<file path="src/rtl/fp_add_normaliser_pipe_pkg.sv">
// rtl/fp_add_normaliser_pipe_pkg.sv - shared constants and types for the post-add normaliser
//
// Purpose: default datapath widths, the all-ones exponent helper, the exception
// flag bundle and the default-width stage payload layout.
package fp_norm_pkg;

  localparam int EXP_W_DEF = 8;
  localparam int MAN_W_DEF = 23;

  // All-ones exponent encodes infinity.
  function automatic int exp_max(input int exp_w);
    return (1 << exp_w) - 1;
  endfunction

  localparam int EXP_MAX  = exp_max(EXP_W_DEF);
  localparam int LZ_W_DEF = $clog2(MAN_W_DEF + 2);

  typedef struct packed {
    logic zero;
    logic of;
    logic uf;
  } norm_flags_t;

  // Stage-1 payload at the default widths; the top builds the same layout
  // from its own parameters.
  typedef struct packed {
    logic                   s;
    logic [EXP_W_DEF-1:0]   e;
    logic [MAN_W_DEF+1:0]   m;
    logic [LZ_W_DEF-1:0]    lz;
  } norm_payload_t;

endpackage

</file>
<file path="src/rtl/fp_add_normaliser_pipe_if.sv">
// rtl/fp_add_normaliser_pipe_if.sv - input/output beat bundle of the normaliser
//
// Purpose: groups the input handshake + operand and the output handshake + result.
// Ports (signals): in_valid/in_ready/in_s/in_e/in_m, out_valid/out_ready/out_s/
// out_e/out_m/out_zero/out_of/out_uf.
// master: the side that produces input beats and consumes results.
// slave : the normaliser itself.
interface fp_add_normaliser_pipe_if
  import fp_norm_pkg::*;
#(
  parameter int EXP_W = EXP_W_DEF,
  parameter int MAN_W = MAN_W_DEF
);

  logic               in_valid;
  logic               in_ready;
  logic               in_s;
  logic [EXP_W-1:0]   in_e;
  logic [MAN_W+1:0]   in_m;

  logic               out_valid;
  logic               out_ready;
  logic               out_s;
  logic [EXP_W-1:0]   out_e;
  logic [MAN_W+1:0]   out_m;
  logic               out_zero;
  logic               out_of;
  logic               out_uf;

  modport master (
    output in_valid, in_s, in_e, in_m, out_ready,
    input  in_ready, out_valid, out_s, out_e, out_m, out_zero, out_of, out_uf
  );

  modport slave (
    input  in_valid, in_s, in_e, in_m, out_ready,
    output in_ready, out_valid, out_s, out_e, out_m, out_zero, out_of, out_uf
  );

endinterface

</file>
<file path="src/rtl/fp_add_normaliser_pipe_lzc.sv">
// rtl/fp_add_normaliser_pipe_lzc.sv - parametrised leading-zero counter
//
// Purpose: counts leading zeros of d_i from its MSB; returns W for all-zero input.
// Ports: d_i (W bits) in, cnt_o ($clog2(W+1) bits) out.
module lzc #(
  parameter  int W  = 24,
  localparam int CW = $clog2(W + 1)
) (
  input  logic [W-1:0]  d_i,
  output logic [CW-1:0] cnt_o
);

  // Ascending scan: the highest set bit is the last one to write cnt_o.
  always_comb begin
    cnt_o = CW'(W);
    for (int i = 0; i < W; i++) begin
      if (d_i[i]) begin
        cnt_o = CW'(W - 1 - i);
      end
    end
  end

endmodule

</file>
<file path="src/rtl/fp_add_normaliser_pipe.sv">
// rtl/fp_add_normaliser_pipe.sv - two-stage post-addition normaliser with backpressure
//
// Purpose: takes a raw sum mantissa (carry, hidden, fraction) and exponent, returns
// a normalised mantissa/exponent with zero, overflow and underflow flags.
// Ports: clk, rst (sync, active-high), bus (slave side of fp_add_normaliser_pipe_if).
// S1 registers the operand plus its leading-zero count; S2 registers the result.
module fp_add_normaliser_pipe
  import fp_norm_pkg::*;
#(
  parameter int EXP_W = EXP_W_DEF,
  parameter int MAN_W = MAN_W_DEF
) (
  input  logic                      clk,
  input  logic                      rst,
  fp_add_normaliser_pipe_if.slave   bus
);

  localparam int MW      = MAN_W + 2;
  localparam int LZ_W    = $clog2(MAN_W + 2);
  localparam int EXP_ALL = exp_max(EXP_W);

  typedef struct packed {
    logic              s;
    logic [EXP_W-1:0]  e;
    logic [MW-1:0]     m;
    logic [LZ_W-1:0]   lz;
  } payload_t;

  logic              adv1, adv2;
  logic [LZ_W-1:0]   lz_w;

  logic              s1_valid_q, s1_valid_d;
  payload_t          s1_q, s1_d;

  logic              out_valid_q, out_valid_d;
  logic              out_s_q, out_s_d;
  logic [EXP_W-1:0]  out_e_q, out_e_d;
  logic [MW-1:0]     out_m_q, out_m_d;
  norm_flags_t       flags_q, flags_d;

  logic [EXP_W-1:0]  nrm_e;
  logic [MW-1:0]     nrm_m;
  norm_flags_t       nrm_flags;
  logic [EXP_W:0]    e_ext, e_inc, lz_ext;

  // A stage moves when the stage after it is empty or moving; S2 drains and
  // S1 refills in the same cycle, so there is no bubble.
  assign adv2        = !out_valid_q || bus.out_ready;
  assign adv1        = !s1_valid_q || adv2;
  assign bus.in_ready = adv1;

  lzc #(.W(MAN_W + 1)) u_lzc (
    .d_i   (bus.in_m[MAN_W:0]),
    .cnt_o (lz_w)
  );

  // S2 normalisation. Exponent compares run one bit wider so nothing wraps.
  always_comb begin
    e_ext     = {1'b0, s1_q.e};
    e_inc     = e_ext + (EXP_W+1)'(1);
    lz_ext    = (EXP_W+1)'(s1_q.lz);
    nrm_e     = s1_q.e;
    nrm_m     = s1_q.m;
    nrm_flags = '0;
    if (s1_q.m == '0) begin
      nrm_e          = '0;
      nrm_m          = '0;
      nrm_flags.zero = 1'b1;
    end else if (s1_q.m[MW-1]) begin
      // Carry out: shift right one, truncating the LSB.
      if (e_inc >= (EXP_W+1)'(EXP_ALL)) begin
        nrm_e        = '1;
        nrm_m        = '0;
        nrm_flags.of = 1'b1;
      end else begin
        nrm_e = e_inc[EXP_W-1:0];
        nrm_m = s1_q.m >> 1;
      end
    end else if (!s1_q.m[MAN_W]) begin
      // Leading zeros below the hidden position: shift up if the exponent allows.
      if (e_ext > lz_ext) begin
        nrm_e = s1_q.e - EXP_W'(s1_q.lz);
        nrm_m = s1_q.m << s1_q.lz;
      end else begin
        nrm_e          = '0;
        nrm_m          = '0;
        nrm_flags.uf   = 1'b1;
        nrm_flags.zero = 1'b1;
      end
    end
  end

  always_comb begin
    s1_valid_d  = s1_valid_q;
    s1_d        = s1_q;
    out_valid_d = out_valid_q;
    out_s_d     = out_s_q;
    out_e_d     = out_e_q;
    out_m_d     = out_m_q;
    flags_d     = flags_q;
    if (adv1) begin
      s1_valid_d = bus.in_valid;
      s1_d.s     = bus.in_s;
      s1_d.e     = bus.in_e;
      s1_d.m     = bus.in_m;
      s1_d.lz    = lz_w;
    end
    if (adv2) begin
      out_valid_d = s1_valid_q;
      if (s1_valid_q) begin
        out_s_d = s1_q.s;
        out_e_d = nrm_e;
        out_m_d = nrm_m;
        flags_d = nrm_flags;
      end
    end
  end

  always_ff @(posedge clk) begin
    if (rst) begin
      s1_valid_q  <= 1'b0;
      s1_q        <= '0;
      out_valid_q <= 1'b0;
      out_s_q     <= 1'b0;
      out_e_q     <= '0;
      out_m_q     <= '0;
      flags_q     <= '0;
    end else begin
      s1_valid_q  <= s1_valid_d;
      s1_q        <= s1_d;
      out_valid_q <= out_valid_d;
      out_s_q     <= out_s_d;
      out_e_q     <= out_e_d;
      out_m_q     <= out_m_d;
      flags_q     <= flags_d;
    end
  end

  assign bus.out_valid = out_valid_q;
  assign bus.out_s     = out_s_q;
  assign bus.out_e     = out_e_q;
  assign bus.out_m     = out_m_q;
  assign bus.out_zero  = flags_q.zero;
  assign bus.out_of    = flags_q.of;
  assign bus.out_uf    = flags_q.uf;

endmodule

</file>
<file path="src/flat_wrapper.sv">
// flat-port wrapper written by rule: the top's interface ports become plain ports
module fp_add_normaliser_pipe_flat import fp_norm_pkg::*;
#(
  parameter int EXP_W = EXP_W_DEF,
  parameter int MAN_W = MAN_W_DEF
)
  (clk, rst, bus_in_valid, bus_in_s, bus_in_e, bus_in_m, bus_out_ready, bus_in_ready, bus_out_valid, bus_out_s, bus_out_e, bus_out_m, bus_out_zero, bus_out_of, bus_out_uf);
  fp_add_normaliser_pipe_if #(.EXP_W(EXP_W), .MAN_W(MAN_W)) bus_i ();
  input  logic clk;
  input  logic rst;
  input wire logic [$bits(bus_i.in_valid)-1:0] bus_in_valid;
  input wire logic [$bits(bus_i.in_s)-1:0] bus_in_s;
  input wire logic [$bits(bus_i.in_e)-1:0] bus_in_e;
  input wire logic [$bits(bus_i.in_m)-1:0] bus_in_m;
  input wire logic [$bits(bus_i.out_ready)-1:0] bus_out_ready;
  output wire logic [$bits(bus_i.in_ready)-1:0] bus_in_ready;
  output wire logic [$bits(bus_i.out_valid)-1:0] bus_out_valid;
  output wire logic [$bits(bus_i.out_s)-1:0] bus_out_s;
  output wire logic [$bits(bus_i.out_e)-1:0] bus_out_e;
  output wire logic [$bits(bus_i.out_m)-1:0] bus_out_m;
  output wire logic [$bits(bus_i.out_zero)-1:0] bus_out_zero;
  output wire logic [$bits(bus_i.out_of)-1:0] bus_out_of;
  output wire logic [$bits(bus_i.out_uf)-1:0] bus_out_uf;
  assign bus_i.in_valid = bus_in_valid;
  assign bus_i.in_s = bus_in_s;
  assign bus_i.in_e = bus_in_e;
  assign bus_i.in_m = bus_in_m;
  assign bus_i.out_ready = bus_out_ready;
  assign bus_in_ready = bus_i.in_ready;
  assign bus_out_valid = bus_i.out_valid;
  assign bus_out_s = bus_i.out_s;
  assign bus_out_e = bus_i.out_e;
  assign bus_out_m = bus_i.out_m;
  assign bus_out_zero = bus_i.out_zero;
  assign bus_out_of = bus_i.out_of;
  assign bus_out_uf = bus_i.out_uf;
  fp_add_normaliser_pipe #(.EXP_W(EXP_W), .MAN_W(MAN_W)) u_core (.clk(clk), .rst(rst), .bus(bus_i));
endmodule
</file>
<file path="config.mk">
export PLATFORM = sky130hd
export DESIGN_NAME = fp_add_normaliser_pipe_flat
export DESIGN_NICKNAME = d
export VERILOG_FILES = /design/src/rtl/fp_add_normaliser_pipe_pkg.sv /design/src/rtl/fp_add_normaliser_pipe_if.sv /design/src/rtl/fp_add_normaliser_pipe_lzc.sv /design/src/rtl/fp_add_normaliser_pipe.sv /design/src/flat_wrapper.sv
export SDC_FILE = /design/constraint.sdc
export NUM_CORES = 1
export LEC_CHECK = 0
export ABC_AREA = 1
export BUFFER_PORTS_ARGS = -buffer_cell sky130_fd_sc_hd__buf_4
export CORE_UTILIZATION = 40
export CTS_CLUSTER_SIZE = 30
export DETAILED_ROUTE_END_ITERATION = 8
export HOLD_SLACK_MARGIN = 0.12
export PLACE_DENSITY = 0.67
export SLEW_MARGIN = 20
export SYNTH_ARGS = -nofsm -noshare
export SYNTH_HDL_FRONTEND = slang
export SYNTH_SLANG_ARGS = --single-unit
export TNS_END_PERCENT = 20
</file>
<file path="constraint.sdc">
create_clock -name clk -period 4.75 [get_ports clk]
set_input_delay 0.7125 -clock clk [delete_from_list [all_inputs] [get_ports clk]]
set_output_delay 0.7125 -clock clk [all_outputs]
set_load 0.1 [all_outputs]
</file>
==> impl_metrics.yaml, run 1 <==
outcome:
  status: "finished, final reports clean"
power_and_ir_drop:
  ir_drop_v: 0.000151
  p_per_area_nw_per_um2: 315
  power.leakage_nw: 2.56
  total_power_mw: 1.94
route:
  dr.first_iter.drc_count: 503
  ant_nets: 0
  wl_um: 15300
  wire_per_inst_um: 15.3
  drc_errors: 0
  vias: 5283
  vias_per_cell: 5.28
  drt-pass1-iter-count: 5
worst_setup_path:
  critPathMostFrequentCell: "nand2_1"
  worstPathCellList: "clkinv_1 -> fa_1 -> nand2_1 -> nand2_1 -> a21oi_2 -> o211ai_2 -> nand2_2 -> nor2_4 -> inv_4 -> nor2_8 -> inv_4 -> a21oi_2 -> a21oi_1 -> o22ai_1 -> nand2_1 -> a21oi_1"
  worstPathArrival_ps: 3270
  cpLargestDelayFamily: "flip-flops"
  path_class: "reg -> reg"
  critPathMaxStageDelay_ps: 740
  cpMaxStageDelayCell: "dfxtp_1"
  cp.buffers_inverters: 3
  cp_max_fo: 20
  worstSetupStartpointType: "flip-flop"
  crit_required_ps: 4940
  end_kind: "flip-flop"
placement:
  dp_slack_ps: 1710
  gp_congestion: 0.947
  hpwl_um: 11400
  port_buffers: 76
logic_synthesis:
  syn_nets: 824
  synth-xor-area-share: 0.0149
  synth_top_area_cell: "dfxtp_1"
  synth.distinct_cells: 54
  synth_compound_area_frac: 0.286
  synth_top_family_by_area: "compound AO/OA/AOI/OAI gates"
  synth-seq-cells: 78
  synth_mux_area_frac: 0.0154
  synth-simple-area-share: 0.263
  ys_seq_area_frac: 0.299
  synth_flop_cell: "dfxtp_1"
  synth_warnings: 0
  synth_edf_count: 0
  synth.avg_cell_area_um2: 6.70
  synth_top_area_share: 0.299
  syn-cell-area_um2: 5220
  synth_cells: 778
  async_reset_ff_frac: 0
  ys_top_cells_by_area: "dfxtp_1 (30%), nand2_1 (15%), o21ai_0 (6.5%)"
  synthAdderAreaFrac: 0.0206
clock_network:
  cts_tree: "built"
  cts_root_buf: "clkbuf_16"
  htree_num_levels: 3
  clockBufferDepth: 2
  cts_buffers: 9
  cts.sinks: 78
  clock_latency_ps: 340
  cts.repair.resized: 0
  cts_setup_buffers: 0
  cts.hold.buffers_added: 0
  path_clk_slew_ps: 60
global_route:
  grt_max_degree: 79
  first_global_vias: 4694
  grt_usage: 0.236
  antenna_found_initial: 0
  grt_pass1_wl_um: 24500
  grt-ovfl-total: 0
sta:
  slew_viol_final: 0
  worst_pin_slew_ps: 888
  finalClockSkew_ps: 3.82
  grt_setup_unrepaired: "false"
  max_freq_mhz: 325
  period_share: 0.649
  fin_setup_tns_ps: 0
  hold_viol_final: 0
  period_needed_ps: 3080
  setup_viol: 0
  slew-limit-headroom: 0.408
  fin_ws_ps: 1670
die:
  dieArea_um2: 13500
  row_count: 41
  io-pin-count: 77
  die_w_um: 116
  start_util: 0.412
  core-area_um2: 12700
  die_h_um: 116
min_path:
  hold_class: "reg -> reg"
final_layout:
  layout-drive-gt1-share: 0.173
  final_core_util: 0.486
  nets: 869
  areaGrowthSynthToFinish_pct: 18.0
  antenna_cells: 0
job:
  max-cap-violations: 0
==> metal layers <==
| metal | up-vias | share of wire | GRT usage |
|---|---|---|---|
| met4 | 0 | 0.018 | 0.0778 |
| met3 | 19 | 0.073 | 0.0467 |
| li1 | 2733 | - | - |
| met1 | 2340 | 0.51 | 0.359 |
| met2 | 191 | 0.40 | 0.327 |
| met5 | - | 0 | 0 |
==> final timing paths <==
path                                             to  slack (ps)                              from  cells after the start
hold reg to reg    u_core.bus.out_e[6]$_SDFFE_PP0P_         460  u_core.bus.out_e[6]$_SDFFE_PP0P_                      2
setup / recovery  u_core.bus.out_m[10]$_SDFFE_PP0P_        1670     u_core.lz_ext[1]$_SDFFE_PP0P_                     16
setup reg to reg  u_core.bus.out_m[10]$_SDFFE_PP0P_        1670     u_core.lz_ext[1]$_SDFFE_PP0P_                     16
hold / removal     u_core.bus.out_e[6]$_SDFFE_PP0P_         460  u_core.bus.out_e[6]$_SDFFE_PP0P_                      2
==> state kept, by name, summed over array words and instances (netlist names) <==
signal	count
u_core.bus.out_e	8
u_core.bus.out_m	25
u_core.bus.out_of	1
u_core.bus.out_s	1
u_core.bus.out_uf	1
u_core.bus.out_valid	1
u_core.bus.out_zero	1
u_core.e_ext	8
u_core.lz_ext	5
u_core.s1_q	26
u_core.s1_valid_q	1
==> cell usage in the layout, fill, tap and decap left out, drive strengths merged, types with 2 or more instances in the layout <==
master	n
ha	7
nand3	20
a21oi	77
o21a	3
inv	71
clkbuf	13
buf	85
o211ai	19
a211oi	26
dfxtp	78
xnor2	2
nand2	206
a31oi	3
o31ai	4
mux2i	8
nor2	68
o21ai	71
nor4	7
o22ai	6
clkinv	6
nor3	9
o221ai	18
nand4	5
xor2	6
==> worst min-delay path, stage by stage, from the launching register on <==
cell,delay [ps]
dfxtp_1,310
nand2_1,60
a21oi_1,50
==> where the power goes <==
part           total [mW]  leakage [nW]  switching [mW]  internal (mW)
logic               0.477          1.76           0.334          0.143
registers           0.735         0.641          0.0462          0.689
clock network       0.726         0.162           0.264          0.462
==> layout make-up <==
class / count / area, um^2
clock buffer: 13 / 280
clock inverter: 3 / 40.0
fill: 1340 / 6520
inverter: 75 / 289
multi-input combinational: 574 / 3130
sequential: 78 / 1560
tap: 172 / 215
timing repair buffer: 85 / 638
==> cell families (layout without fill, tap and decap cells) <==
group,count (synthesis),after routing
xor+xnor,8,8
buf+inv,126,176
simple gates,318,318
fa+ha+maj,8,8
compound gates,232,232
mux,8,8
flops,78,78
==> per-stage QoR <==
stage | area, um^2 | hold slack, ps | std cells
floorplan | 5220 | 441 | 778
global route | 6150 | 482 | 1000
detailed placement | 5830 | 457 | 984
global placement | 5830 | 454 | 984
CTS | 6150 | 466 | 1000
finish | 6150 | 463 | 1000
==> cell usage after synthesis (all sizes together), types with 2 or more instances <==
cell type,number
buf,21
ha,7
dfxtp,78
o221ai,18
nor4,7
clkinv,4
o21ai,71
o31ai,4
clkbuf,30
a21oi,77
nand2,206
nor2,68
o22ai,6
inv,71
nor3,9
xnor2,2
o211ai,19
nand4,5
nand3,20
xor2,6
a211oi,26
o21a,3
a31oi,3
mux2i,8
Power figures use the tool's default switching activity.
==> run 2: changes to the inputs <==
--- a/config.mk
+++ b/config.mk
@@ -5,13 +5,13 @@
 export SDC_FILE = /design/constraint.sdc
 export NUM_CORES = 1
 export LEC_CHECK = 0
-export ABC_AREA = 1
+export ABC_AREA = 0
 export BUFFER_PORTS_ARGS = -buffer_cell sky130_fd_sc_hd__buf_4
 export CORE_UTILIZATION = 40
 export CTS_CLUSTER_SIZE = 30
 export DETAILED_ROUTE_END_ITERATION = 8
 export HOLD_SLACK_MARGIN = 0.12
-export PLACE_DENSITY = 0.67
+export PLACE_DENSITY = 0.69
 export SLEW_MARGIN = 20
 export SYNTH_ARGS = -nofsm -noshare
 export SYNTH_HDL_FRONTEND = slang
==> constraint.sdc (replaced) <==
create_clock -name clk -period 2.6 [get_ports clk]
set_input_delay 0.39 -clock clk [delete_from_list [all_inputs] [get_ports clk]]
set_output_delay 0.39 -clock clk [all_outputs]
set_load 0.1 [all_outputs]
==> run 2 against run 1 <==
Net effect: wire length grew 30%; register-to-register slack got worse by 1500 ps; sequential cell count unchanged; first-iteration DRC count rose by 13%; via count up 12%; synthesized cell count is 10% lower; setup slack lost 1500 ps; global-route usage grew 4.7 points; fmax grew 26%.
==> impl_metrics.yaml, run 2 <==
outcome:
  status: "finished, final reports clean"
logic_synthesis:
  ys_top_cells_by_area: "dfxtp_1 (28%), mux4_2 (9.8%), nand2_1 (8.4%)"
  syn_nets: 746
  synth_top_area_share: 0.284
  synth-seq-cells: 78
  synth_warnings: 0
  synth.distinct_cells: 62
  yosysMostFrequentCell: "nand2_1"
  synth_cells: 700
  synth_commonest_cells: "nand2_1 (123), dfxtp_1 (78), a21oi_1 (74)"
  synth_edf_count: 0
  synth_top_area_cell: "dfxtp_1"
  ys_seq_area_frac: 0.284
  async_reset_ff_frac: 0
  synth.avg_cell_area_um2: 7.86
  synth_flop_cell: "dfxtp_1"
  syn-cell-area_um2: 5500
final_layout:
  areaGrowthSynthToFinish_pct: 20.6
  layout_commonest_cell: "nand2_1"
  layout-drive-gt1-share: 0.227
  final_cell_mix: "nand2_1 (123), buf_4 (112), dfxtp_1 (76)"
  largest_register: "u_core.s1_q"
  antenna_cells: 0
  final_core_util: 0.497
  stdcell_count: 941
  nets: 806
  largest_reg_flops: 26
  finalInstanceArea_um2: 6630
worst_setup_path:
  worstPathArrival_ps: 2690
  cp_max_fo: 8
  r2r_cells: 7
  worstSetupStartpointType: "flip-flop"
  r2r_start: "u_core.e_ext[1]$_SDFFE_PP0P_"
  reg2reg_to: "u_core.bus.out_m[1]$_SDFFE_PP0P_"
  crit_required_ps: 2850
  r2r_setup_slack_ps: 160
  end_kind: "flip-flop"
  path_class: "reg -> reg"
min_path:
  min_from: "bus_in_valid"
  min_to: "u_core.s1_valid_q$_SDFFE_PP0P_"
  hold_depth: 3
  hold_class: "in -> reg"
die:
  dieArea_um2: 14200
  die_w_um: 119
  io-pin-count: 77
  row_count: 42
  die_h_um: 119
  start_util: 0.412
  core-area_um2: 13300
placement:
  post_dp_cell_area_um2: 6340
  hpwl_um: 14500
  port_buffers: 76
  dpl.cell_count: 925
  dp_slack_ps: 129
  gp_congestion: 0.933
job:
  max-cap-violations: 0
sta:
  period_share: 0.940
  fin_ws_ps: 156
  finalClockSkew_ps: 11.4
  max_freq_mhz: 409
  worst_pin_slew_ps: 799
  fin_hold_ws_ps: 260
  period_needed_ps: 2440
  slew-limit-headroom: 0.467
  hold_viol_final: 0
  slew_viol_final: 0
  grt_setup_unrepaired: "false"
  setup_viol: 0
  fin_setup_tns_ps: 0
power_and_ir_drop:
  ir_drop_v: 0.000427
  p_per_area_nw_per_um2: 535
  power.leakage_nw: 2.63
  total_power_mw: 3.55
clock_network:
  cts_buffers: 9
  cts_root_buf: "clkbuf_16"
  cts.hold.buffers_added: 0
  cts.sinks: 78
  htree_num_levels: 3
  cts_tree: "built"
  clockBufferDepth: 2
  clock_latency_ps: 350
  path_clk_slew_ps: 60
  cts_setup_buffers: 0
  cts.repair.resized: 0
route:
  drc_errors: 0
  drt-pass1-iter-count: 6
  wl_um: 19800
  ant_nets: 0
  vias_per_cell: 6.30
  dr.first_iter.drc_count: 566
  wire_per_inst_um: 21.0
  vias: 5930
global_route:
  grt_max_degree: 47
  grt_usage: 0.284
  grt_pass1_wl_um: 31000
  grt-ovfl-total: 0
  antenna_found_initial: 0
  first_global_vias: 5531
run 2: area by class of cell:
cell class	count	area [um^2]
clock buffers	12	256
well taps	176	220
repair buffers	114	881
multi-input cells	539	3610
fillers	1329	6720
clock inverters	4	30.0
flip-flops and latches	78	1560
inverters	18	67.6
run 2: logic make-up (layout without fill, tap and decap cells):
logic type               after synthesis  count (layout)  synth area share
adder cells (fa/ha/maj)                8               8            0.0196
buffers and inverters                 83             148            0.0610
AO/OA/AOI/OAI                        206             206             0.249
flip-flops                            78              78             0.284
XOR/XNOR                               8               8            0.0127
AND/OR/NAND/NOR                      263             263             0.218
multiplexers                          54              54             0.155
run 2: worst max-delay path, cell delays in order, from the launching register on:
cell      delay, ps
dfxtp_1         420
ha_1            350
nor2_1           40
o21ai_0         370
o21bai_1        180
a31oi_1         490
a221oi_1        200
a211oi_1        310
run 2: per-layer routing:
| layer | part of all wire | track usage | vias to the layer above |
|---|---|---|---|
| met1 | 0.41 | 0.383 | 2807 |
| li1 | - | - | 2703 |
| met2 | 0.45 | 0.436 | 366 |
| met4 | 0.034 | 0.119 | 0 |
| met5 | 0 | 0 | - |
| met3 | 0.10 | 0.0618 | 54 |
run 2: worst max-delay path by stage:
stage,startpoint,endpoint,slack (ps),depth (start not counted)
floorplan,u_core.lz_ext[1]$_SDFFE_PP0P_,u_core.bus.out_m[4]$_SDFFE_PP0P_,-50,11
CTS,u_core.e_ext[0]$_SDFFE_PP0P_,u_core.bus.out_e[5]$_SDFFE_PP0P_,120,10
detailed placement,u_core.e_ext[0]$_SDFFE_PP0P_,u_core.bus.out_e[5]$_SDFFE_PP0P_,130,10
global placement,u_core.e_ext[0]$_SDFFE_PP0P_,u_core.bus.out_e[7]$_SDFFE_PP0P_,180,10
global route,u_core.e_ext[0]$_SDFFE_PP0P_,u_core.bus.out_zero$_SDFFE_PP0P_,0.8,11
finish,u_core.e_ext[1]$_SDFFE_PP0P_,u_core.bus.out_m[1]$_SDFFE_PP0P_,160,7
run 2: power breakdown:
| group | total [mW] | switching [mW] | internal, mW |
|---|---|---|---|
| logic | 0.944 | 0.598 | 0.346 |
| clock network | 1.23 | 0.528 | 0.703 |
| registers | 1.37 | 0.115 | 1.26 |
| total | 3.55 | 1.24 | 2.31 |
==> run 3: changes to the inputs <==
--- a/config.mk
+++ b/config.mk
@@ -15,5 +15,6 @@
 export SLEW_MARGIN = 20
 export SYNTH_ARGS = -nofsm -noshare
 export SYNTH_HDL_FRONTEND = slang
+export SYNTH_HIERARCHICAL = 1
 export SYNTH_SLANG_ARGS = --single-unit
-export TNS_END_PERCENT = 20
+export TNS_END_PERCENT = 10
==> run 3 against run 2 <==
Net effect: fmax is 1.4% lower; die area grew 3.6%; highest routed layer unchanged; hold slack got worse by 3.7 ps; largest cell class unchanged; critical path depth grew 1; clock skew shrank 1.4 ps; sequential cell count did not move; utilization up 0.38 points.
==> impl_metrics.yaml, run 3 <==
sta:
  max_freq_mhz: 404
  slew-limit-headroom: 0.646
  period_needed_ps: 2480
  fin_hold_ws_ps: 256
  worst_pin_slew_ps: 531
  finalClockSkew_ps: 9.96
  setup_viol: 0
  hold_viol_final: 0
  fin_setup_tns_ps: 0
  slew_viol_final: 0
  grt_setup_unrepaired: "true"
  period_share: 0.953
clock_network:
  clockBufferDepth: 2
  cts.sinks: 78
  cts_buffers: 9
  cts_tree: "built"
  path_clk_slew_ps: 60
  cts_root_buf: "clkbuf_16"
  cts.hold.buffers_added: 0
  clock_latency_ps: 350
  cts_setup_buffers: 0
  htree_num_levels: 3
die:
  die_h_um: 121
  start_util: 0.411
  io-pin-count: 77
  row_count: 43
  core-area_um2: 13900
  dieArea_um2: 14700
  die_w_um: 121
job:
  max-cap-violations: 0
final_layout:
  final_core_util: 0.501
  antenna_cells: 0
  largest_register: "u_core/s1_q"
  areaGrowthSynthToFinish_pct: 21.8
  largest_reg_flops: 26
  nets: 853
  layout_commonest_cell: "nand2_1"
  layout-drive-gt1-share: 0.226
  final_cell_mix: "nand2_1 (127), buf_4 (123), dfxtp_1 (77)"
min_path:
  min_to: "u_core/s1_valid_q$_SDFFE_PP0P_"
  hold_class: "in -> reg"
  hold_depth: 3
  min_from: "bus_in_valid"
logic_synthesis:
  ys_seq_area_frac: 0.274
  synth-seq-cells: 78
  ys_top_cells_by_area: "dfxtp_1 (27%), nand2_1 (8.4%), mux4_2 (6.3%)"
  synth.distinct_cells: 70
  synth_cells: 742
  synth_edf_count: 0
  synth_top_area_cell: "dfxtp_1"
  synth_flop_cell: "dfxtp_1"
  async_reset_ff_frac: 0
  synth_top_area_share: 0.274
  synth_commonest_cells: "nand2_1 (127), dfxtp_1 (78), a21oi_1 (61)"
  synth_warnings: 6
  yosysMostFrequentCell: "nand2_1"
  synth.avg_cell_area_um2: 7.69
  syn_nets: 788
  syn-cell-area_um2: 5700
worst_setup_path:
  crit_required_ps: 2840
  cp_max_fo: 6
  cpMaxStageDelayCell: "or4_1"
  cp.buffers_inverters: 1
  critPathMaxStageDelay_ps: 440
  r2r_cells: 8
  end_kind: "flip-flop"
  worstPathArrival_ps: 2710
  r2r_setup_slack_ps: 120
  r2r_start: "u_core/e_ext[4]$_SDFFE_PP0P_"
  critPathMostFrequentCell: "nor2_1"
  worstPathCellList: "ha_1 -> buf_4 -> or4_1 -> o22ai_1 -> nor2_1 -> nor3_1 -> nor2_1 -> a32o_1"
  path_class: "reg -> reg"
  reg2reg_to: "u_core/bus.out_e[7]$_SDFFE_PP0P_"
  cpLargestDelayFamily: "simple AND/OR/NAND/NOR gates"
  worstSetupStartpointType: "flip-flop"
global_route:
  first_global_vias: 5504
  grt_usage: 0.256
  grt_max_degree: 42
  antenna_found_initial: 0
  grt_pass1_wl_um: 29200
  grt-ovfl-total: 0
placement:
  hpwl_um: 13500
  gp_congestion: 0.991
  port_buffers: 76
route:
  wl_um: 18400
  dr.first_iter.drc_count: 425
  vias_per_cell: 5.95
  drt-pass1-iter-count: 5
  drc_errors: 0
  ant_nets: 0
  vias: 5895
  wire_per_inst_um: 18.6
power_and_ir_drop:
  power.leakage_nw: 2.73
  ir_drop_v: 0.000319
  p_per_area_nw_per_um2: 531
  total_power_mw: 3.69
outcome:
  status: "finished, final reports clean"
[run 3: final cells by class]
type                       count  area, um^2
sequential                    78        1560
multi-input combinational    572        3780
inverter                      20        76.3
timing repair buffer         126         983
fill                        1394        6930
clock buffer                  12         256
tap                          180         225
clock inverter                 3        67.6
[run 3: per-layer routing]
metal / GRT usage / vias to the layer above / wire length [um] / part of all wire
li1: - / 2850 / - / -
met1: 0.359 / 2746 / 8490 / 0.46
met2: 0.382 / 273 / 8010 / 0.44
met3: 0.0644 / 26 / 1590 / 0.086
met4: 0.0772 / 0 / 312 / 0.017
met5: 0 / - / 0 / 0
[run 3: worst max path at each step]
stage | depth (start not counted) | startpoint | slack (ps) | to
finish | 8 | u_core/e_ext[4]$_SDFFE_PP0P_ | 120 | u_core/bus.out_e[7]$_SDFFE_PP0P_
detailed placement | 10 | u_core/e_ext[0]$_SDFFE_PP0P_ | 20 | u_core/bus.out_e[6]$_SDFFE_PP0P_
floorplan | 11 | u_core/lz_ext[1]$_SDFFE_PP0P_ | -70 | u_core/bus.out_e[6]$_SDFFE_PP0P_
global placement | 10 | u_core/e_ext[0]$_SDFFE_PP0P_ | 130 | u_core/bus.out_e[6]$_SDFFE_PP0P_
CTS | 10 | u_core/e_ext[0]$_SDFFE_PP0P_ | 20 | u_core/bus.out_e[6]$_SDFFE_PP0P_
global route | 10 | u_core/e_ext[0]$_SDFFE_PP0P_ | -20 | u_core/bus.out_m[10]$_SDFFE_PP0P_
[run 3: power by group]
| group | leakage (nW) | total, mW | internal [mW] | switching, mW |
|---|---|---|---|---|
| Clock | 0.155 | 1.37 | 0.887 | 0.478 |
| Sequential | 0.641 | 1.33 | 1.26 | 0.0778 |
| Combinational | 1.93 | 0.992 | 0.366 | 0.626 |
[run 3: stage by stage]
step	setup WS, ps	cells	instance area, um^2
final	123	991	6950
after global routing	-16.8	991	6950
after CTS	18.1	991	6930
after detailed placement	20.6	976	6610
after global placement	131	976	6610
after floorplan	-67.7	742	5730
[run 3: worst reg2reg max path, stage by stage (launching register included)]
cell     delay [ps]
dfxtp_1         430
ha_1            280
buf_4           160
or4_1           440
o22ai_1         200
nor2_1          100
nor3_1          340
nor2_1          160
a32o_1          250
[run 3: cell families after synthesis]
family | Yosys count | share of synthesized area
AO/OA/AOI/OAI | 201 | 0.237
XOR/XNOR | 8 | 0.0123
adder cells (fa/ha/maj) | 8 | 0.0189
buffers and inverters | 92 | 0.0695
flip-flops | 78 | 0.274
multiplexers | 58 | 0.139
AND/OR/NAND/NOR | 297 | 0.250
[run 3: timing repair]
action                     CTS  global route
setup endpoints to repair    0            11
resized for setup            0             5
hold endpoints to repair     0             0
